## config.mk

```make
export PLATFORM = sky130hd
export DESIGN_NAME = fetch_unit_flat
export DESIGN_NICKNAME = d
export VERILOG_FILES = /design/src/rtl/fetch_unit_if.sv /design/src/rtl/fetch_unit.sv /design/src/flat_wrapper.sv
export SDC_FILE = /design/constraint.sdc
export NUM_CORES = 1
export LEC_CHECK = 0
export BUFFER_PORTS_ARGS = -buffer_cell sky130_fd_sc_hd__buf_2
export CORE_ASPECT_RATIO = 1.75
export CORE_MARGIN = 8
export CORE_UTILIZATION = 51
export CTS_BUF_LIST = sky130_fd_sc_hd__clkbuf_16
export DETAILED_ROUTE_END_ITERATION = 6
export PLACE_DENSITY = 0.8
export SLEW_MARGIN = 20
export SYNTH_ARGS = -nofsm -noshare
export SYNTH_HDL_FRONTEND = slang
export SYNTH_SLANG_ARGS = --single-unit
```

## constraint.sdc

```tcl
create_clock -name clk -period 2.5 [get_ports clk]
set_clock_uncertainty 0.2 [all_clocks]
set_input_delay 0.375 -clock clk [delete_from_list [all_inputs] [get_ports clk]]
set_output_delay 0.375 -clock clk [all_outputs]
set_load 0.02 [all_outputs]
```

## src/rtl/fetch_unit_if.sv

```systemverilog
// rtl/fetch_unit_if.sv - instruction-memory request/response bus between fetch stage and imem
interface fetch_unit_if;
    logic        imem_req;
    logic [31:0] imem_addr;
    logic        imem_ready;
    logic [31:0] imem_rdata;

    modport master (output imem_req, output imem_addr, input imem_ready, input imem_rdata);
    modport slave  (input imem_req, input imem_addr, output imem_ready, output imem_rdata);
endinterface

```

## src/rtl/fetch_unit.sv

```systemverilog
// rtl/fetch_unit.sv - instruction fetch stage with IF/ID register, stall skid and branch redirect
// Optional stall-cycle counter enabled by defining FETCH_PERF_EN.
module fetch_unit #(
    parameter logic [31:0] RESET_PC = 32'h0000_0000
) (
    input  logic         clk,
    input  logic         rst_n,
    fetch_unit_if.master imem,
    input  logic         stall,
    input  logic         branch_taken,
    input  logic [31:0]  branch_target,
    output logic [31:0]  instr,
    output logic [5:0]   op,
    output logic [5:0]   funct,
    output logic [31:0]  pc_out,
    output logic         valid,
    output logic [31:0]  perf_stall_cnt
);

    typedef enum logic [2:0] {
        S_RST,
        S_FETCH,
        S_WAIT,
        S_HOLD,
        S_DROP
    } state_t;

    state_t      state, state_nxt;
    logic [31:0] pc, pc_nxt;
    logic [31:0] instr_nxt;
    logic [31:0] pc_out_nxt;
    logic        valid_nxt;
    logic [31:0] skid, skid_nxt;

    always_ff @(posedge clk or negedge rst_n) begin
        if (!rst_n) begin
            state  <= S_RST;
            pc     <= RESET_PC & ~32'h3;
            instr  <= 32'h0;
            pc_out <= 32'h0;
            valid  <= 1'b0;
            skid   <= 32'h0;
        end else begin
            state  <= state_nxt;
            pc     <= pc_nxt;
            instr  <= instr_nxt;
            pc_out <= pc_out_nxt;
            valid  <= valid_nxt;
            skid   <= skid_nxt;
        end
    end

    always_comb begin
        state_nxt  = state;
        pc_nxt     = pc;
        instr_nxt  = instr;
        pc_out_nxt = pc_out;
        valid_nxt  = valid;
        skid_nxt   = skid;

        if (branch_taken && state != S_RST) begin
            // A response arriving alongside the redirect belongs to the old path.
            pc_nxt    = branch_target & ~32'h3;
            instr_nxt = 32'h0;
            valid_nxt = 1'b0;
            skid_nxt  = 32'h0;
            state_nxt = (state == S_WAIT && !imem.imem_ready) ? S_DROP : S_FETCH;
        end else begin
            case (state)
                S_RST: state_nxt = S_FETCH;
                S_FETCH, S_WAIT: begin
                    if (imem.imem_ready) begin
                        if (stall) begin
                            skid_nxt  = imem.imem_rdata;
                            state_nxt = S_HOLD;
                        end else begin
                            instr_nxt  = imem.imem_rdata;
                            pc_out_nxt = pc;
                            valid_nxt  = 1'b1;
                            pc_nxt     = pc + 32'd4;
                            state_nxt  = S_FETCH;
                        end
                    end else begin
                        state_nxt = S_WAIT;
                    end
                end
                S_HOLD: begin
                    if (!stall) begin
                        instr_nxt  = skid;
                        pc_out_nxt = pc;
                        valid_nxt  = 1'b1;
                        pc_nxt     = pc + 32'd4;
                        skid_nxt   = 32'h0;
                        state_nxt  = S_FETCH;
                    end
                end
                S_DROP: begin
                    if (imem.imem_ready) state_nxt = S_FETCH;
                end
                default: state_nxt = S_RST;
            endcase
        end
    end

    assign imem.imem_req  = (state == S_FETCH) || (state == S_WAIT);
    assign imem.imem_addr = pc;
    assign op             = instr[31:26];
    assign funct          = instr[5:0];

`ifdef FETCH_PERF_EN
    logic [31:0] perf_q;

    always_ff @(posedge clk or negedge rst_n) begin
        if (!rst_n) begin
            perf_q <= 32'h0;
        end else if (stall && valid && perf_q != 32'hFFFF_FFFF) begin
            perf_q <= perf_q + 32'd1;
        end
    end

    assign perf_stall_cnt = perf_q;
`else
    assign perf_stall_cnt = 32'h0;
`endif

endmodule

```

## src/flat_wrapper.sv

```systemverilog
// flat-port wrapper written by rule: the top's interface ports become plain ports
module fetch_unit_flat 
#(
    parameter logic [31:0] RESET_PC = 32'h0000_0000
)
  (clk, rst_n, stall, branch_taken, branch_target, instr, op, funct, pc_out, valid, perf_stall_cnt, imem_imem_req, imem_imem_addr, imem_imem_ready, imem_imem_rdata);
  fetch_unit_if imem_i ();
  input  logic clk;
  input  logic rst_n;
  input  logic stall;
  input  logic branch_taken;
  input  logic [31:0] branch_target;
  output logic [31:0] instr;
  output logic [5:0] op;
  output logic [5:0] funct;
  output logic [31:0] pc_out;
  output logic valid;
  output logic [31:0] perf_stall_cnt;
  output wire logic [$bits(imem_i.imem_req)-1:0] imem_imem_req;
  output wire logic [$bits(imem_i.imem_addr)-1:0] imem_imem_addr;
  input wire logic [$bits(imem_i.imem_ready)-1:0] imem_imem_ready;
  input wire logic [$bits(imem_i.imem_rdata)-1:0] imem_imem_rdata;
  assign imem_imem_req = imem_i.imem_req;
  assign imem_imem_addr = imem_i.imem_addr;
  assign imem_i.imem_ready = imem_imem_ready;
  assign imem_i.imem_rdata = imem_imem_rdata;
  fetch_unit #(.RESET_PC(RESET_PC)) u_core (.clk(clk), .rst_n(rst_n), .imem(imem_i), .stall(stall), .branch_taken(branch_taken), .branch_target(branch_target), .instr(instr), .op(op), .funct(funct), .pc_out(pc_out), .valid(valid), .perf_stall_cnt(perf_stall_cnt));
endmodule
```

* Yosys cells after proc, flatten, opt, wreduce, memory -nomap -nowiden
Cells that the tools add are included.
** Storage, ports and cells
- Register bits :: 132
- Input bits :: 69
- Output and inout port bits :: 142
- Word-level logic and storage cells :: 60
** Operators by class
- $add $sub $neg :: 1
- Equal/unequal tests :: 10
- Muxes and demuxes :: 28
- Bitwise gates (word level) :: 1
- Reductions and logical operators :: 14
** Operators with widths (count)
- $mux W32 :: 13
- $pmux W32 S2 :: 4
- $add A32 B3 Y32 const B :: 1
- $ne A3 B2 Y1 const B :: 5
- $mux W3 :: 4
- $pmux W3 S4 :: 1
- $reduce_and A4 Y1 :: 2
- $eq A3 B2 Y1 const B :: 2
- $reduce_bool A3 Y1 :: 2
- $mux W2 :: 2
- $reduce_and A2 Y1 :: 2
- $eq A3 B1 Y1 const B :: 1
- $eq A3 B3 Y1 const B :: 1
- $logic_not A3 Y1 :: 1
- $mux W1 :: 3
- $reduce_and A3 Y1 :: 1
- $logic_and A1 B1 Y1 :: 2
- $ne A2 B2 Y1 const B :: 1
- $pmux W1 S2 :: 1
- $reduce_bool A2 Y1 :: 1
- $reduce_or A2 Y1 :: 1
- $logic_not A1 Y1 :: 1
- $logic_or A1 B1 Y1 :: 1
- $not A1 Y1 :: 1

* Logic depth before layout (Yosys ltp)
- Depth after elaboration :: 5
- Gate-level depth with buffers :: 8
- Gate-level depth less buffers :: 6

* Least setup slack after synthesis
No wires, ideal clock.
- Path kind :: reg2reg
- Start point :: register u_core.pc[2], in the netlist u_core.imem.imem_addr[2]
- End point :: register u_core.pc[26], in the netlist u_core.imem.imem_addr[26]
- Setup time :: 0.126 ns
- Data arrival time :: 2.145 ns
- Required time :: 2.174 ns
- Setup slack :: 0.029 ns
- Stages on the path, launching flop included :: 7
- Buffers on the path :: 0
- Period minus slack after synthesis :: 2.471 ns
- Cells stage by stage :: dfrtp_1 > ha_1 > nand3_2 > or4_4 > nor4_4 > o21ai_1 > a221o_1
** Between the ends
- Longest elaborated chain between the ends :: 5
** Ends and longest elaborated chain
- from (decl) :: line fetch_unit.sv:29 : logic [31:0] pc, pc_nxt;
- from (signal assigned) :: line fetch_unit.sv:38 : pc <= RESET_PC & ~32'h3;
- from (signal assigned) :: line fetch_unit.sv:45 : pc <= pc_nxt;
- $add A32 B3 Y32 (*) :: line fetch_unit.sv:80, fetch_unit.sv:92
- $mux W32 (*) :: line fetch_unit.sv:73, fetch_unit.sv:88
- $mux W32 :: line fetch_unit.sv:72 : if (imem.imem_ready) begin
- $pmux W32 S2 (*) :: line fetch_unit.sv:69 : case (state)
- $mux W32 (*) :: line fetch_unit.sv:61 : if (branch_taken && state != S_RST) begin
Mark *: on every way between the ends. The rest lies on a longest branch, timed or not. The select of a mux whose other input is x is not followed.
A chain may end at the register's enable or synchronous reset.

* Worst setup path in the final report
Same ends and word-level chain as after synthesis.

==> out/qor.yml <==
logic_synthesis:
  netlist_area_um2: 6395
  synth_seq_cells: 128
  postSynthCellCount: 657
  synthMuxAreaShare: 0.05478
  synth_top_family_by_area: "compound AO/OA/AOI/OAI gates"
  ys_seq_area_frac: 0.5009
  yosys_warnings: 0
  syn_avg_cell_area_um2: 9.733
  synthAdderAreaFrac: 0.003522
  synth_edf_count: 0
  ys_dominant_reg_cell: "dfrtp_1"
  synth-compound-area-share: 0.1827
  synth-simple-area-share: 0.1591
  synth_xor_area_frac: 0.005478
  ys_types: 56
  synthArstFlopShare: 1.000
critical_path:
  r2r-start: "u_core.imem.imem_addr[2]$_DFFE_PN0P_"
  path_class: "reg -> reg"
  cp_cell_sequence: "ha_1 > nand3_2 > or4_4 > nor4_4 > o21ai_1 > a221o_1"
  crit_fanout: 4
  arrival_ns: 2.52
  required_ns: 2.59
  crit_path_max_incr_delay_ns: 0.60
  worstSetupEndpointType: "flop"
  r2r_end: "u_core.imem.imem_addr[26]$_DFFE_PN0P_"
  critPathSlowestCell: "or4_4"
  critPathLaunchType: "flop"
  ff2ff_setup_slack_ns: 0.07
  reg2reg_depth: 6
cts:
  cts_resized: 0
  cts_hold_buffers: 12
  clk_latency_ns: 0.41
  cts_root_buffer: "clkbuf_16"
  clock-sinks: 128
  clkTransAtPathRegs_ns: 0.06
  cts_buffers: 17
  cts_tree: "yes"
  cts_buffer_depth: 2
  cts_setup_buffers: 0
  cts.htree.levels: 4
die:
  start_util: 0.5172
  core_um2: 12360
  dieArea_um2: 16520
  std_cell_rows: 54
  die_w_um: 100.6
  io_pins: 211
  die_h_um: 164.1
grt:
  antenna_found_initial: 1
  grt_usage: 0.2230
  grt_pass1_wl_mm: 29.04
  grt_use_met1: 0.2428
  busiest_layer: "met2"
  first_global_vias: 5682
  grt_max_degree: 65
  met2_usage: 0.3856
  grtUsageMet3: 0.07852
  grt_overflow_total: 0
routing:
  vias: 5599
  drt-pass1-iter-count: 5
  avgRoutedWirePerCell_um: 17.92
  wl_mm: 18.10
  viasPerCell: 5.544
  drc: 0
  drtIter0Drc: 235
  ant_nets: 0
sta:
  rsz0062_at_grt: "no"
  post-route-min-period_ns: 2.431
  finalCritPeriodShare: 0.9725
  setup_viol_count_final: 0
  slew_headroom: 0.5424
  slew_viol_final: 0
  worstMarginPinSlew_ns: 0.6864
  timing.setup.tns_ns: 0
  hold_viol_final: 0
  timing.fmax_mhz: 411.3
placed_design:
  port_buffers: 172
  placed_area_um2: 7387
  routabilityCongestion: 0.8174
  hpwl_mm: 12.92
cells_and_area:
  antenna_cells: 0
  design_area_um2: 8117
  nNetsFinal: 899
  drive_gt1_frac: 0.2981
  area_growth_pct: 26.92
  num-fill-cells: 1009
power:
  p_per_area_nw_per_um2: 886.0
  irDropWorstVdd_v: 0.0005627
  power_leakage_uw: 0.004141
worst_hold_path:
  min_from: "imem_imem_rdata[0]"
  hold_path_end: "u_core.skid[0]$_DFFE_PN0P_"
  min_path_cells: 2
  hold_class: "in -> reg"
flow_run:
  cap_violations: 0
status:
  status: "complete, no violations"
## placed cells by master (no fill, tap or decap), types with 3 or more instances in the layout
cell type,Yosys,layout
and3_1,5,5
o22a_1,3,3
o31ai_1,19,18
buf_4,49,25
dlygate4sd3_1,0,12
o311ai_0,6,6
nor4_1,3,3
xor2_1,3,3
bufinv_16,0,3
nand2b_1,3,3
o21ai_0,47,47
nor2_1,21,21
a221o_1,5,5
a21oi_1,18,18
nand4_1,11,11
mux2i_1,35,35
a32o_1,32,32
dfrtp_1,128,128
nand3_1,15,15
clkbuf_16,0,17
nor3_1,6,6
a22oi_1,5,5
o211ai_1,3,3
inv_1,4,4
nand2_1,146,145
and2_1,3,3
buf_12,0,7
inv_6,0,3
buf_2,10,171
a31oi_1,4,4
clkinv_4,0,5
conb_1,1,36
## stage by stage
stage | instances | power [uW] | util | hold slack, ns | setup slack [ns]
after floorplan | 692 | 3958 | - | -0.1206 | 0.02923
after global placement | 966 | 4621 | 0.5975 | 0.1485 | 0.1309
after detailed placement | 966 | 4668 | 0.5975 | 0.1496 | 0.1088
after CTS | 1010 | 7252 | 0.6564 | 0.003850 | 0.07744
after global routing | 1010 | 7541 | 0.6564 | 0.002938 | 0.01319
final | 1010 | 7192 | 0.6564 | 0.01733 | 0.06864
## flip-flops by register name, indices dropped and copies added (netlist names)
register	cells
u_core.instr	32
u_core.skid	32
u_core.imem.imem_addr	30
u_core.pc_out	30
u_core.state	3
u_core.valid	1
## layout make-up
type,instances,area [um2],area share
Clock buffer,17,425.4,0.05241
Clock inverter,15,183.9,0.02266
Inverter,4,15.01,0.001850
Multi-Input combinational cell,462,2764,0.3405
Sequential cell,128,3203,0.3946
Tap cell,168,210.2,0.02590
Timing Repair Buffer,216,1315,0.1620
## metal layers
layer  part of all wire  vias to the layer above
met3              0.079                       28
met4              0.023                        2
met5            0.00044                        -
li1                   -                     2617
met2               0.52                      200
met1               0.38                     2752
## worst max-delay path by stage
stage | from | to | slack (ns) | cells after the start
after CTS | u_core.imem.imem_addr[2]$_DFFE_PN0P_ | u_core.imem.imem_addr[26]$_DFFE_PN0P_ | 0.08 | 6
after global routing | u_core.imem.imem_addr[2]$_DFFE_PN0P_ | u_core.imem.imem_addr[26]$_DFFE_PN0P_ | 0.01 | 6
after floorplan | u_core.imem.imem_addr[2]$_DFFE_PN0P_ | u_core.imem.imem_addr[26]$_DFFE_PN0P_ | 0.03 | 6
final | u_core.imem.imem_addr[2]$_DFFE_PN0P_ | u_core.imem.imem_addr[26]$_DFFE_PN0P_ | 0.07 | 6
after global placement | u_core.imem.imem_addr[2]$_DFFE_PN0P_ | u_core.imem.imem_addr[26]$_DFFE_PN0P_ | 0.13 | 6
after detailed placement | u_core.imem.imem_addr[2]$_DFFE_PN0P_ | u_core.imem.imem_addr[26]$_DFFE_PN0P_ | 0.11 | 6
## cells in the mapped netlist, types with 2 or more instances
master / number / share of area
nand2b_1: 3 / 0.0029
buf_2: 10 / 0.0078
nand3_1: 15 / 0.012
nor2_1: 21 / 0.012
a32o_1: 32 / 0.050
nor4_1: 3 / 0.0029
buf_1: 7 / 0.0041
a22oi_1: 5 / 0.0059
and3_1: 5 / 0.0049
o21ai_0: 47 / 0.037
mux2i_1: 35 / 0.055
a221o_1: 5 / 0.0078
and2_1: 3 / 0.0029
o31ai_1: 19 / 0.022
clkdlybuf4s50_2: 2 / 0.0035
nand3b_1: 2 / 0.0023
dfrtp_1: 128 / 0.50
buf_4: 49 / 0.058
inv_1: 4 / 0.0023
o22ai_1: 2 / 0.0020
o311ai_0: 6 / 0.0082
o21a_1: 2 / 0.0023
xor2_1: 3 / 0.0041
a211o_1: 2 / 0.0027
o211ai_1: 3 / 0.0035
clkbuf_1: 30 / 0.018
nor3_1: 6 / 0.0047
a21oi_1: 18 / 0.014
o22a_1: 3 / 0.0041
nand2_1: 146 / 0.086
a32oi_1: 2 / 0.0027
o31a_1: 2 / 0.0027
a31oi_1: 4 / 0.0039
nand4_1: 11 / 0.011
## power breakdown
part | internal (uW) | switching (uW)
Combinational | 682 | 1220
Sequential | 2430 | 302
Clock | 1580 | 976
## critical path, delay by kind of cell (launching register included)
kind	cells	cell delay, ns
AO/OA/AOI/OAI	2	0.41
adder cells (fa/ha/maj)	1	0.21
flip-flops	1	0.35
AND/OR/NAND/NOR	3	1.13
## cells by family after synthesis
logic type / count (synthesis)
compound gates: 161
xor+xnor: 4
fa+ha+maj: 2
buf+inv: 102
flops: 128
mux: 35
other cells: 1
simple gates: 224
(Power assumes the default switching activity.)
